<file path="config.mk">
export PLATFORM = sky130hd
export DESIGN_NAME = seq_detector_param_flat
export DESIGN_NICKNAME = d
export VERILOG_FILES = /design/src/rtl/seq_detector_param_if.sv /design/src/rtl/seq_detector_param.sv /design/src/flat_wrapper.sv
export SDC_FILE = /design/constraint.sdc
export NUM_CORES = 1
export LEC_CHECK = 0
export ABC_AREA = 0
export BUFFER_PORTS_ARGS = -buffer_cell sky130_fd_sc_hd__buf_2
export CORE_MARGIN = 2
export CORE_UTILIZATION = 55
export CTS_CLUSTER_SIZE = 25
export DETAILED_ROUTE_END_ITERATION = 10
export GPL_TIMING_DRIVEN = 0
export PLACE_DENSITY = 0.85
export SETUP_SLACK_MARGIN = 0.02
export SYNTH_ARGS = -nofsm -noshare
export SYNTH_HDL_FRONTEND = slang
export SYNTH_SLANG_ARGS = --single-unit
</file>
<file path="constraint.sdc">
create_clock -name Clock -period 6 [get_ports Clock]
set_input_delay 0.6 -clock Clock [delete_from_list [all_inputs] [get_ports Clock]]
set_output_delay 0.6 -clock Clock [all_outputs]
set_load 0.02 [all_outputs]
</file>
<file path="src/rtl/seq_detector_param_if.sv">
// Bus bundle for seq_detector_param: serial input strobe, pattern load,
// overlap select, counter clear, and the registered match/progress/count outputs.
interface seq_detector_param_if #(
    parameter int LEN         = 4,
    parameter int COUNT_WIDTH = 8
);
    localparam int PW = $clog2(LEN);

    logic                   In;
    logic                   InValid;
    logic                   Overlap;
    logic                   Load;
    logic [LEN-1:0]         PatternIn;
    logic                   CountClear;
    logic                   Out;
    logic [PW-1:0]          Progress;
    logic [COUNT_WIDTH-1:0] MatchCount;

    modport master (
        output In, InValid, Overlap, Load, PatternIn, CountClear,
        input  Out, Progress, MatchCount
    );

    modport slave (
        input  In, InValid, Overlap, Load, PatternIn, CountClear,
        output Out, Progress, MatchCount
    );
endinterface

</file>
<file path="src/rtl/seq_detector_param.sv">
// Parametrised serial pattern detector with runtime pattern, overlap select and progress output.
// Define SEQDET_MATCH_COUNT_EN to build the saturating MatchCount register and CountClear.
module seq_detector_param #(
    parameter int             LEN             = 4,
    parameter logic [LEN-1:0] DEFAULT_PATTERN = 4'b1010,
    parameter int             COUNT_WIDTH     = 8
) (
    input logic                Clock,
    input logic                Reset,
    seq_detector_param_if.slave bus
);
    localparam int             PW        = $clog2(LEN);
    localparam int             FW        = $clog2(LEN + 1);
    localparam logic [FW-1:0]  FILL_FULL = FW'(LEN);

    logic [LEN-1:0] pat_q, pat_d;
    logic [LEN-1:0] hist_q, hist_d;
    logic [FW-1:0]  fill_q, fill_d;
    logic           out_q, out_d;
    logic [PW-1:0]  progress_q, progress_d;

    logic [LEN-1:0] new_hist;
    logic [FW-1:0]  new_fill;
    logic           match;

    // Longest pattern prefix (below LEN) that the newest stored bits currently spell out.
    function automatic logic [PW-1:0] prefix_len(
        input logic [LEN-1:0] hist,
        input logic [LEN-1:0] pat,
        input logic [FW-1:0]  fill
    );
        logic [PW-1:0]  best;
        logic [LEN-1:0] mask;
        best = '0;
        for (int k = 1; k < LEN; k++) begin
            mask = (LEN'(1) << k) - LEN'(1);
            if ((FW'(k) <= fill) && ((hist & mask) == (pat >> (LEN - k)))) begin
                best = PW'(k);
            end
        end
        return best;
    endfunction

    always_comb begin
        pat_d    = pat_q;
        hist_d   = hist_q;
        fill_d   = fill_q;
        out_d    = 1'b0;
        match    = 1'b0;
        new_hist = {hist_q[LEN-2:0], bus.In};
        new_fill = (fill_q == FILL_FULL) ? FILL_FULL : fill_q + FW'(1);

        if (bus.Load) begin
            pat_d  = bus.PatternIn;
            hist_d = '0;
            fill_d = '0;
        end else if (bus.InValid) begin
            // Fill guard keeps reset/cleared zeros from ever completing a match.
            match = (new_fill == FILL_FULL) && (new_hist == pat_q);
            out_d = match;
            if (match && !bus.Overlap) begin
                hist_d = '0;
                fill_d = '0;
            end else begin
                hist_d = new_hist;
                fill_d = new_fill;
            end
        end

        progress_d = prefix_len(hist_d, pat_d, fill_d);
    end

    // State register stage: every flop takes its next value on the sampling edge.
    always_ff @(posedge Clock or posedge Reset) begin
        if (Reset) begin
            pat_q      <= DEFAULT_PATTERN;
            hist_q     <= '0;
            fill_q     <= '0;
            out_q      <= 1'b0;
            progress_q <= '0;
        end else begin
            pat_q      <= pat_d;
            hist_q     <= hist_d;
            fill_q     <= fill_d;
            out_q      <= out_d;
            progress_q <= progress_d;
        end
    end

    assign bus.Out      = out_q;
    assign bus.Progress = progress_q;

`ifdef SEQDET_MATCH_COUNT_EN
    localparam logic [COUNT_WIDTH-1:0] COUNT_MAX = '1;

    logic [COUNT_WIDTH-1:0] count_q, count_d;

    // Clear wins over a coincident match; load also restarts the count.
    always_comb begin
        count_d = count_q;
        if (bus.Load || bus.CountClear) begin
            count_d = '0;
        end else if (match && (count_q != COUNT_MAX)) begin
            count_d = count_q + COUNT_WIDTH'(1);
        end
    end

    always_ff @(posedge Clock or posedge Reset) begin
        if (Reset) begin
            count_q <= '0;
        end else begin
            count_q <= count_d;
        end
    end

    assign bus.MatchCount = count_q;
`else
    logic unused_count_clear;
    assign unused_count_clear = bus.CountClear;
    assign bus.MatchCount     = '0;
`endif

endmodule

</file>
<file path="src/flat_wrapper.sv">
// flat-port wrapper written by rule: the top's interface ports become plain ports
module seq_detector_param_flat 
#(
    parameter int             LEN             = 4,
    parameter logic [LEN-1:0] DEFAULT_PATTERN = 4'b1010,
    parameter int             COUNT_WIDTH     = 8
)
  (Clock, Reset, bus_In, bus_InValid, bus_Overlap, bus_Load, bus_PatternIn, bus_CountClear, bus_Out, bus_Progress, bus_MatchCount);
  seq_detector_param_if #(.LEN(LEN), .COUNT_WIDTH(COUNT_WIDTH)) bus_i ();
  input logic Clock;
  input logic Reset;
  input wire logic [$bits(bus_i.In)-1:0] bus_In;
  input wire logic [$bits(bus_i.InValid)-1:0] bus_InValid;
  input wire logic [$bits(bus_i.Overlap)-1:0] bus_Overlap;
  input wire logic [$bits(bus_i.Load)-1:0] bus_Load;
  input wire logic [$bits(bus_i.PatternIn)-1:0] bus_PatternIn;
  input wire logic [$bits(bus_i.CountClear)-1:0] bus_CountClear;
  output wire logic [$bits(bus_i.Out)-1:0] bus_Out;
  output wire logic [$bits(bus_i.Progress)-1:0] bus_Progress;
  output wire logic [$bits(bus_i.MatchCount)-1:0] bus_MatchCount;
  assign bus_i.In = bus_In;
  assign bus_i.InValid = bus_InValid;
  assign bus_i.Overlap = bus_Overlap;
  assign bus_i.Load = bus_Load;
  assign bus_i.PatternIn = bus_PatternIn;
  assign bus_i.CountClear = bus_CountClear;
  assign bus_Out = bus_i.Out;
  assign bus_Progress = bus_i.Progress;
  assign bus_MatchCount = bus_i.MatchCount;
  seq_detector_param #(.LEN(LEN), .DEFAULT_PATTERN(DEFAULT_PATTERN), .COUNT_WIDTH(COUNT_WIDTH)) u_core (.Clock(Clock), .Reset(Reset), .bus(bus_i));
endmodule
</file>
### Yosys cells after proc, flatten, opt, wreduce, memory -nomap -nowiden

Cells that the tools add are included.

| operators by class | value |
|---|---|
| reductions and logical operators | 6 |
| multiplexer cells | 13 |
| $add $sub $neg | 1 |
| equality and inequality tests | 6 |
| $lt $le $gt $ge | 3 |

Operator list:

| cell | number |
|---|---|
| 2-to-1 mux 3 bit | 7 |
| equality test 3 bit (second input constant) | 2 |
| <= comparator 2 x 3 -> 1 bit (first input constant) | 2 |
| logical AND 1 bit | 5 |
| equality test 4 bit | 1 |
| 2-to-1 mux 2 bit | 2 |
| 2-to-1 mux 4 bit | 1 |
| adder 3 x 1 -> 3 bit (second input constant) | 1 |
| equality test 3 bit | 1 |
| <= comparator 1 x 3 -> 1 bit (first input constant) | 1 |
| 2-to-1 mux 1 bit | 3 |
| equality test 2 bit | 1 |
| equality test 1 bit | 1 |
| zero test 1 bit | 1 |

| word-level totals | value |
|---|---|
| output and inout bits | 11 |
| logic and storage cells | 35 |
| bits of input ports | 11 |
| flip-flop bits (word level) | 13 |

### Depth between registers and ports, before layout

Gate-level depths: netlist of run 1.

| logic depth | value |
|---|---|
| word-level depth | 13 |
| depth in mapped cells | 9 |
| depth with buffers taken out | 9 |

### Worst setup path before layout of run 1

Ideal clock, no wire load.

| timing path | value |
|---|---|
| kind | register to register |
| start | register u_core.fill_q[0] |
| end | register u_core.progress_q[0] (netlist: u_core.bus.Progress[0]) |
| slack | 3.945 ns |
| stages on the path, launching flop included | 9 |
| clock period less this slack | 2.055 ns |
| data arrival time | 1.923 ns |
| cell sequence | dfrtp_1 > ha_1 > nand2b_1 > a311oi_2 > nand3_2 > a31oi_1 > xor2_1 > o211ai_1 > o31ai_1 |

| between the ends | value |
|---|---|
| cells in the longest elaborated chain, start to end | 13 |
| elaborated cells on any way between the ends | 24 |
| those cells by class | add/sub (1); order compare (3); eq/ne (5); mux (10); reduce/logical (5) |

Ends and longest elaborated chain:

| what | RTL line | source |
|---|---|---|
| start: declaration | seq_detector_param.sv:18 | `logic [FW-1:0] fill_q, fill_d;` |
| start signal: assignment | seq_detector_param.sv:84 | `fill_q <= fill_d;` |
| adder 3 x 1 -> 3 bit / equality test 3 bit (equally long branches) | seq_detector_param.sv:51 | `new_fill = (fill_q == FILL_FULL) ? FILL_FULL : fill_q + FW'(1);` |
| 2-to-1 mux 3 bit | seq_detector_param.sv:51 |  |
| equality test 3 bit | seq_detector_param.sv:59 | `match = (new_fill == FILL_FULL) && (new_hist == pat_q);` |
| logical AND 1 bit | seq_detector_param.sv:59 |  |
| logical AND 1 bit | seq_detector_param.sv:61 | `if (match && !bus.Overlap) begin` |
| 2-to-1 mux 3 bit | seq_detector_param.sv:61 |  |
| 2-to-1 mux 3 bit | seq_detector_param.sv:57 | `end else if (bus.InValid) begin` |
| 2-to-1 mux 3 bit | seq_detector_param.sv:53 | `if (bus.Load) begin` |
| <= comparator 1 x 3 -> 1 bit / equality test 1 bit (equally long branches) | seq_detector_param.sv:37 | `if ((FW'(k) <= fill) && ((hist & mask) == (pat >> (LEN - k)))) begin` |
| logical AND 1 bit | seq_detector_param.sv:37 |  |
| 2-to-1 mux 1 bit | seq_detector_param.sv:37 |  |
| 2-to-1 mux 2 bit | seq_detector_param.sv:37 |  |
| 2-to-1 mux 2 bit * | seq_detector_param.sv:37 |  |
| named net u_core.progress_d[0] | seq_detector_param.sv:20 | `logic [PW-1:0] progress_q, progress_d;` |
| end signal: assignment | seq_detector_param.sv:86 | `progress_q <= progress_d;` |
| end: declaration | seq_detector_param.sv:20 |  |

The timed path passes the listed nets; every way through them passes the cells marked *.
A chain may end at the register's enable or synchronous reset.

### Worst setup path after layout of run 1

Same ends and word-level chain as after synthesis.

==> results of run 1 <==
-- per-layer routing --
layer | routed length (um) | track usage [%] | vias up
met5 | 0 | 0 | -
met4 | 44 | 12.4 | 0
met3 | 121 | 3.60 | 4
met2 | 947 | 39.1 | 33
met1 | 793 | 24.9 | 361
li1 | - | - | 388
-- layout make-up --
cell class / count / area, um^2
Timing Repair Buffer: 11 / 55.1
Fill cell: 120 / 487
Clock buffer: 4 / 26.3
Multi-Input combinational cell: 78 / 532
Inverter: 6 / 22.5
Tap cell: 16 / 20.0
Buffer: 11 / 71.3
Sequential cell: 13 / 328
-- state kept, by name, indices dropped and copies added, names as in the netlist --
register / count
u_core.hist_q: 3
u_core.pat_q: 4
u_core.bus.Out: 1
u_core.fill_q: 3
u_core.bus.Progress: 2
-- placed cells by master, fill, tap and decap left out, drive strengths merged, types with 2 or more instances in the layout --
cell,instances
a21oi,5
a31oi,5
buf,19
clkbuf,7
conb,8
dfrtp,11
dfstp,2
ha,2
inv,6
mux2,3
mux2i,2
nand2,6
nand3,2
nor2,6
nor2b,5
nor3,3
o21ai,3
or2,2
or3,2
xor2,5
-- worst max-delay path by stage --
stage	startpoint	to	slack, ns	depth (start not counted)
6_report	u_core.fill_q[0]	u_core.bus.Progress[0]	3.65	8
4_1_cts	u_core.fill_q[0]	u_core.bus.Progress[0]	3.66	8
3_5_place_dp	u_core.fill_q[0]	u_core.bus.Progress[0]	3.69	8
2_1_floorplan	u_core.fill_q[0]	u_core.bus.Progress[0]	3.94	8
3_3_place_gp	u_core.fill_q[0]	u_core.bus.Progress[0]	3.73	8
5_1_grt	u_core.fill_q[0]	u_core.bus.Progress[0]	3.47	8
-- cells by family after synthesis --
group	after synthesis	share of synthesized area, %
simple gates	32	20.2
compound gates	25	19.7
buf+inv	17	10.1
flops	13	35.4
xor+xnor	6	5.67
mux	5	5.80
fa+ha+maj	2	2.70
other cells	1	0.404
-- stage by stage --
stage,instance area [um^2],std cells,hold slack [ns]
after floorplan,953,108,0.476
after global placement,1030,135,0.518
after detailed placement,1030,135,0.533
after CTS,1050,139,0.346
after global routing,1050,139,0.386
final,1050,139,0.329
-- cell usage after synthesis (2+ instances only) --
cell type,instances,area (um^2)
dfrtp_1,11,275
buf_4,8,60.1
inv_1,6,22.5
nand2_1,6,22.5
nor2_1,6,22.5
a21oi_1,5,25.0
a31oi_1,5,31.3
nor2b_1,5,31.3
xor2_1,5,43.8
clkbuf_1,3,11.3
mux2_2,3,33.8
nor3_1,3,15.0
o21ai_0,3,15.0
dfstp_2,2,52.6
ha_1,2,25.0
mux2i_1,2,20.0
or2_2,2,12.5
or3_1,2,12.5
-- power by group --
part,switching (mW),internal [mW],total [mW]
clock,0.0305,0.0259,0.0564
combinational,0.0303,0.0215,0.0518
sequential,0.00586,0.0943,0.100
-- critical path, cell delays in order, from the launching register on --
cell      delay (ns)
dfrtp_1         0.44
ha_1            0.26
nand2b_1        0.16
a311oi_2        0.41
nand3_2         0.21
a31oi_1         0.28
xor2_1          0.10
o211ai_1        0.25
o31ai_1         0.12
==> metrics.yaml, run 1 <==
timing:
  final_hold_viol_count: 0
  period_minus_slack_ns: 2.35
  maxSlewViolCount: 0
  period_share_pct: 39.2
  grt_setup_unrepaired: "no"
  finalSetupViolCount: 0
  max_freq_ghz: 0.425
  relSlewSlack_pct: 56.4
  setup_ws_ns: 3.65
  finClkSkew_ns: 0.00764
  tns_ns: 0
  max_slew.worst_pin.slew_ns: 0.653
cts:
  clockBufferDepth: 2
  clk_pin_slew_worst_paths_ns: 0.09
  cts_setup_buffers: 0
  ctsHtreeMaxLevel: 1
  clock_sinks: 13
  clock_latency_ns: 0.29
  holdBufCountCts: 0
  cts_repair_resize_count: 0
  root_buffer: "clkbuf_4"
  cts_buffers: 3
  cts_tree: "done"
power_and_ir_drop:
  leakage_nw: 0.504
  irDropWorstVdd_v: 0.000131
  powerDensity_mw_per_mm2: 198
  finalPower_mw: 0.208
drt:
  drt_iter0_markers: 34
  vias_per_cell: 5.65
  wl_per_cell_um: 13.7
  drt-total-wl_um: 1910
  vias: 786
  drt-pass1-iter-count: 4
  antenna_left: 0
  drc_errors: 0
final_layout:
  final_net_count: 137
  insertedDiodeCount: 0
  synthToLayoutAreaGrowth_pct: 13.8
  drive_gt1_share_pct: 30.1
  fin_util_pct: 68.4
grt:
  grt_pass1_wl_um: 3110
  grt_overflow: 0
  grt_max_degree: 14
  track_usage_pct: 22.1
  antenna_found_initial: 0
  grt_pass1_vias: 738
floorplanning:
  coreArea_mm2: 0.00154
  dieWidth_um: 45.1
  dieArea_mm2: 0.00203
  rows: 14
  pin_count: 22
  start_util_pct: 60.1
  dieHeight_um: 45.1
worst_setup_path:
  critical_path_required_ns: 6.16
  arrival_ns: 2.52
  r2r_cells: 8
  crit_path_max_fanout: 7
  r2r-end: "u_core.bus.Progress[0]"
  cp-start-kind: "flip-flop"
  critPathKind: "flip-flop to flip-flop"
  r2r-start: "u_core.fill_q[0]"
  crit_path_end_kind: "flip-flop"
  reg2reg_slack_ns: 3.65
status:
  status: "finished, final reports clean"
synth:
  avgSynthCellArea_um2: 9.18
  synthDistinctLibCells: 40
  synthesis.area_um2: 927
  ys_warn_count: 0
  synth_ff_type: "dfrtp_1"
  async_flop_share_pct: 100
  synthCells: 101
  synth.yosys.seq_area_share_pct: 35.4
  synth_seq_cells: 13
  synth_edf_count: 0
placement:
  hpwlAfterDp_um: 1480
  io_buffers: 11
  place.gp.congestion: 0.864
  dp_slack_ns: 3.69
flow_run:
  maxCapViolCount: 0
hold_path:
  hold_path_class: "input port to async pin"
(Power assumes the default switching activity.)
==> run 2: changes to the inputs <==
- CORE_UTILIZATION: 55 -> 52
- PLACE_DENSITY: 0.85 -> 0.81
- clock period: 6 -> 2.4 ns (I/O delays scaled with it)
==> metrics.yaml, run 2 (same netlist as run 1, synthesis figures left out) <==
power_and_ir_drop:
  seqPwrFrac_pct: 47.5
  swShare_pct: 32.8
  irDropWorstVdd_v: 0.000364
  combPwrFrac_pct: 26.0
  power.internal_mw: 0.357
  p_switching_mw: 0.175
  power_frac_clock_pct: 26.5
  finalPower_mw: 0.532
  leakage_nw: 0.510
  powerDensity_mw_per_mm2: 473
final_layout:
  fillers: 145
  final_net_count: 138
  layout_common_cells: "11 x buf_2, 10 x dfrtp_1, 8 x buf_4, 8 x conb_1"
  largest_reg_flops: 4
  layout_commonest_cell: "buf_2"
  fin_util_pct: 65.9
  regArea_um2: 329
  reg_top3: "u_core.pat_q x4, u_core.fill_q x3, u_core.hist_q x3"
  final_area_mm2: 0.00112
  synthToLayoutAreaGrowth_pct: 21.3
  insertedDiodeCount: 0
  drive_gt1_share_pct: 33.1
  top_register: "u_core.pat_q"
  multi_input_area_um2: 579
grt:
  track_usage_pct: 22.0
  grt_pass1_vias: 781
  antenna_found_initial: 0
  grt_pass1_wl_um: 3370
  grt_overflow: 0
  grt_max_degree: 14
worst_setup_path:
  crit_path_end_kind: "flip-flop"
  cp-start-kind: "flip-flop"
  r2r-end: "u_core.bus.Progress[0]"
  r2r-start: "u_core.fill_q[0]"
  critPathMaxStageDelay_ns: 0.44
  r2r_cells: 8
  cp_slowest_cell: "dfrtp_2"
  worstPathCellList: "ha_1, nand2b_1, a311oi_4, a31oi_2, or3_1, a21oi_1, o211ai_1, o31ai_1"
  crit_path_max_fanout: 6
  arrival_ns: 2.44
  reg2reg_slack_ns: 0.16
  critical_path_required_ns: 2.60
  critPathKind: "flip-flop to flip-flop"
cts:
  clock_sinks: 13
  clk_pin_slew_worst_paths_ns: 0.08
  clock_latency_ns: 0.28
  clockBufferDepth: 2
  cts_buffers: 3
  root_buffer: "clkbuf_4"
  ctsHtreeMaxLevel: 1
  cts_tree: "done"
timing:
  max_slew.worst_pin.slew_ns: 0.537
  final_hold_viol_count: 0
  max_freq_ghz: 0.446
  maxSlewViolCount: 0
  finalSetupViolCount: 0
  tns_ns: 0
  relSlewSlack_pct: 64.1
  finClkSkew_ns: 0.00267
  period_share_pct: 93.5
  period_minus_slack_ns: 2.24
status:
  status: "finished, final reports clean"
floorplanning:
  rows: 15
  dieHeight_um: 46.2
  coreArea_mm2: 0.00171
  dieWidth_um: 46.2
  dieArea_mm2: 0.00214
  start_util_pct: 54.3
  pin_count: 22
drt:
  drt-total-wl_um: 2050
  vias: 825
  drt-pass1-iter-count: 4
  wl_per_cell_um: 13.7
  drt_iter0_markers: 22
  drc_errors: 0
  antenna_left: 0
  vias_per_cell: 5.54
hold_path:
  hold_path_class: "input port to flip-flop"
  whs_endpoint: "u_core.pat_q[0]"
  hold_depth: 2
  hold_start: "bus_PatternIn[0]"
placement:
  place.gp.congestion: 0.886
  hpwlAfterDp_um: 1530
  place_area_mm2: 0.00104
  io_buffers: 11
flow_run:
  maxCapViolCount: 0
## run 2: cell count changes in the layout (fill, tap and decap cells not counted)
cell           delta
a31oi_1           -2
a311oi_2          -1
a311oi_4          +1
a31oi_2           +1
a31oi_4           +1
a41oi_1           -1
a41oi_2           +1
dfrtp_1           -1
dfrtp_2           +1
dlygate4sd3_1     +1
nand3_2           -1
nand3_4           +1
## run 2: cell type report
cell class,count,area share (%)
Multi-Input combinational cell,78,51.5
Sequential cell,13,29.3
Buffer,11,6.34
Timing Repair Buffer,12,5.78
Tap cell,25,2.78
Clock buffer,4,2.34
Inverter,6,2.00
## run 2: worst max path at each step
stage / from / end / slack, ns / cells past startpoint
6_report: u_core.fill_q[0] / u_core.bus.Progress[0] / 0.16 / 8
3_5_place_dp: u_core.fill_q[0] / u_core.bus.Progress[0] / 0.08 / 8
2_1_floorplan: u_core.fill_q[0] / u_core.bus.Progress[0] / 0.34 / 8
4_1_cts: u_core.fill_q[0] / u_core.bus.Progress[0] / 0.04 / 8
3_3_place_gp: u_core.fill_q[0] / u_core.bus.Progress[0] / 0.13 / 8
5_1_grt: u_core.fill_q[0] / u_core.bus.Progress[0] / -0.03 / 8
## run 2: timing repair
action                                 CTS  global route
setup endpoints to repair                0             2
endpoints found under the hold margin    5             0
gates resized for setup                  0             7
hold buffers                             1             0
buffers inserted                         0             0
## run 2: stage by stage
step,setup WS (ns),cells,hold WS [ns]
3_3_place_gp,0.125,144,0.280
4_1_cts,0.0423,149,0.212
6_report,0.157,149,0.204
2_1_floorplan,0.345,108,0.116
5_1_grt,-0.0312,149,0.199
3_5_place_dp,0.0778,144,0.296
## run 2: power groups by stage
| stage | Clock, mW | Sequential [mW] | Combinational, mW |
|---|---|---|---|
| after floorplan | 0 | 0.255 | 0.0979 |
| after global placement | 0 | 0.254 | 0.125 |
| after detailed placement | 0 | 0.255 | 0.129 |
| after CTS | 0.139 | 0.251 | 0.131 |
| after global routing | 0.154 | 0.255 | 0.153 |
| final | 0.141 | 0.253 | 0.138 |
## run 2: worst max-delay path, delay by kind of cell, from the launching register on
kind,cells,cell delay (ns)
DFF,1,0.44
AOI/OAI and AO/OA,5,0.90
and+or+nand+nor,2,0.57
adders and majority gates,1,0.25
## run 2: metal layers
| metal | up-vias | GRT usage, % | part of all wire [%] |
|---|---|---|---|
| met2 | 34 | 36.9 | 51 |
| met1 | 392 | 27.5 | 40 |
| met4 | 0 | 9.14 | 1.9 |
| met3 | 7 | 3.92 | 6.8 |
| li1 | 392 | - | - |
| met5 | - | 0 | 0 |
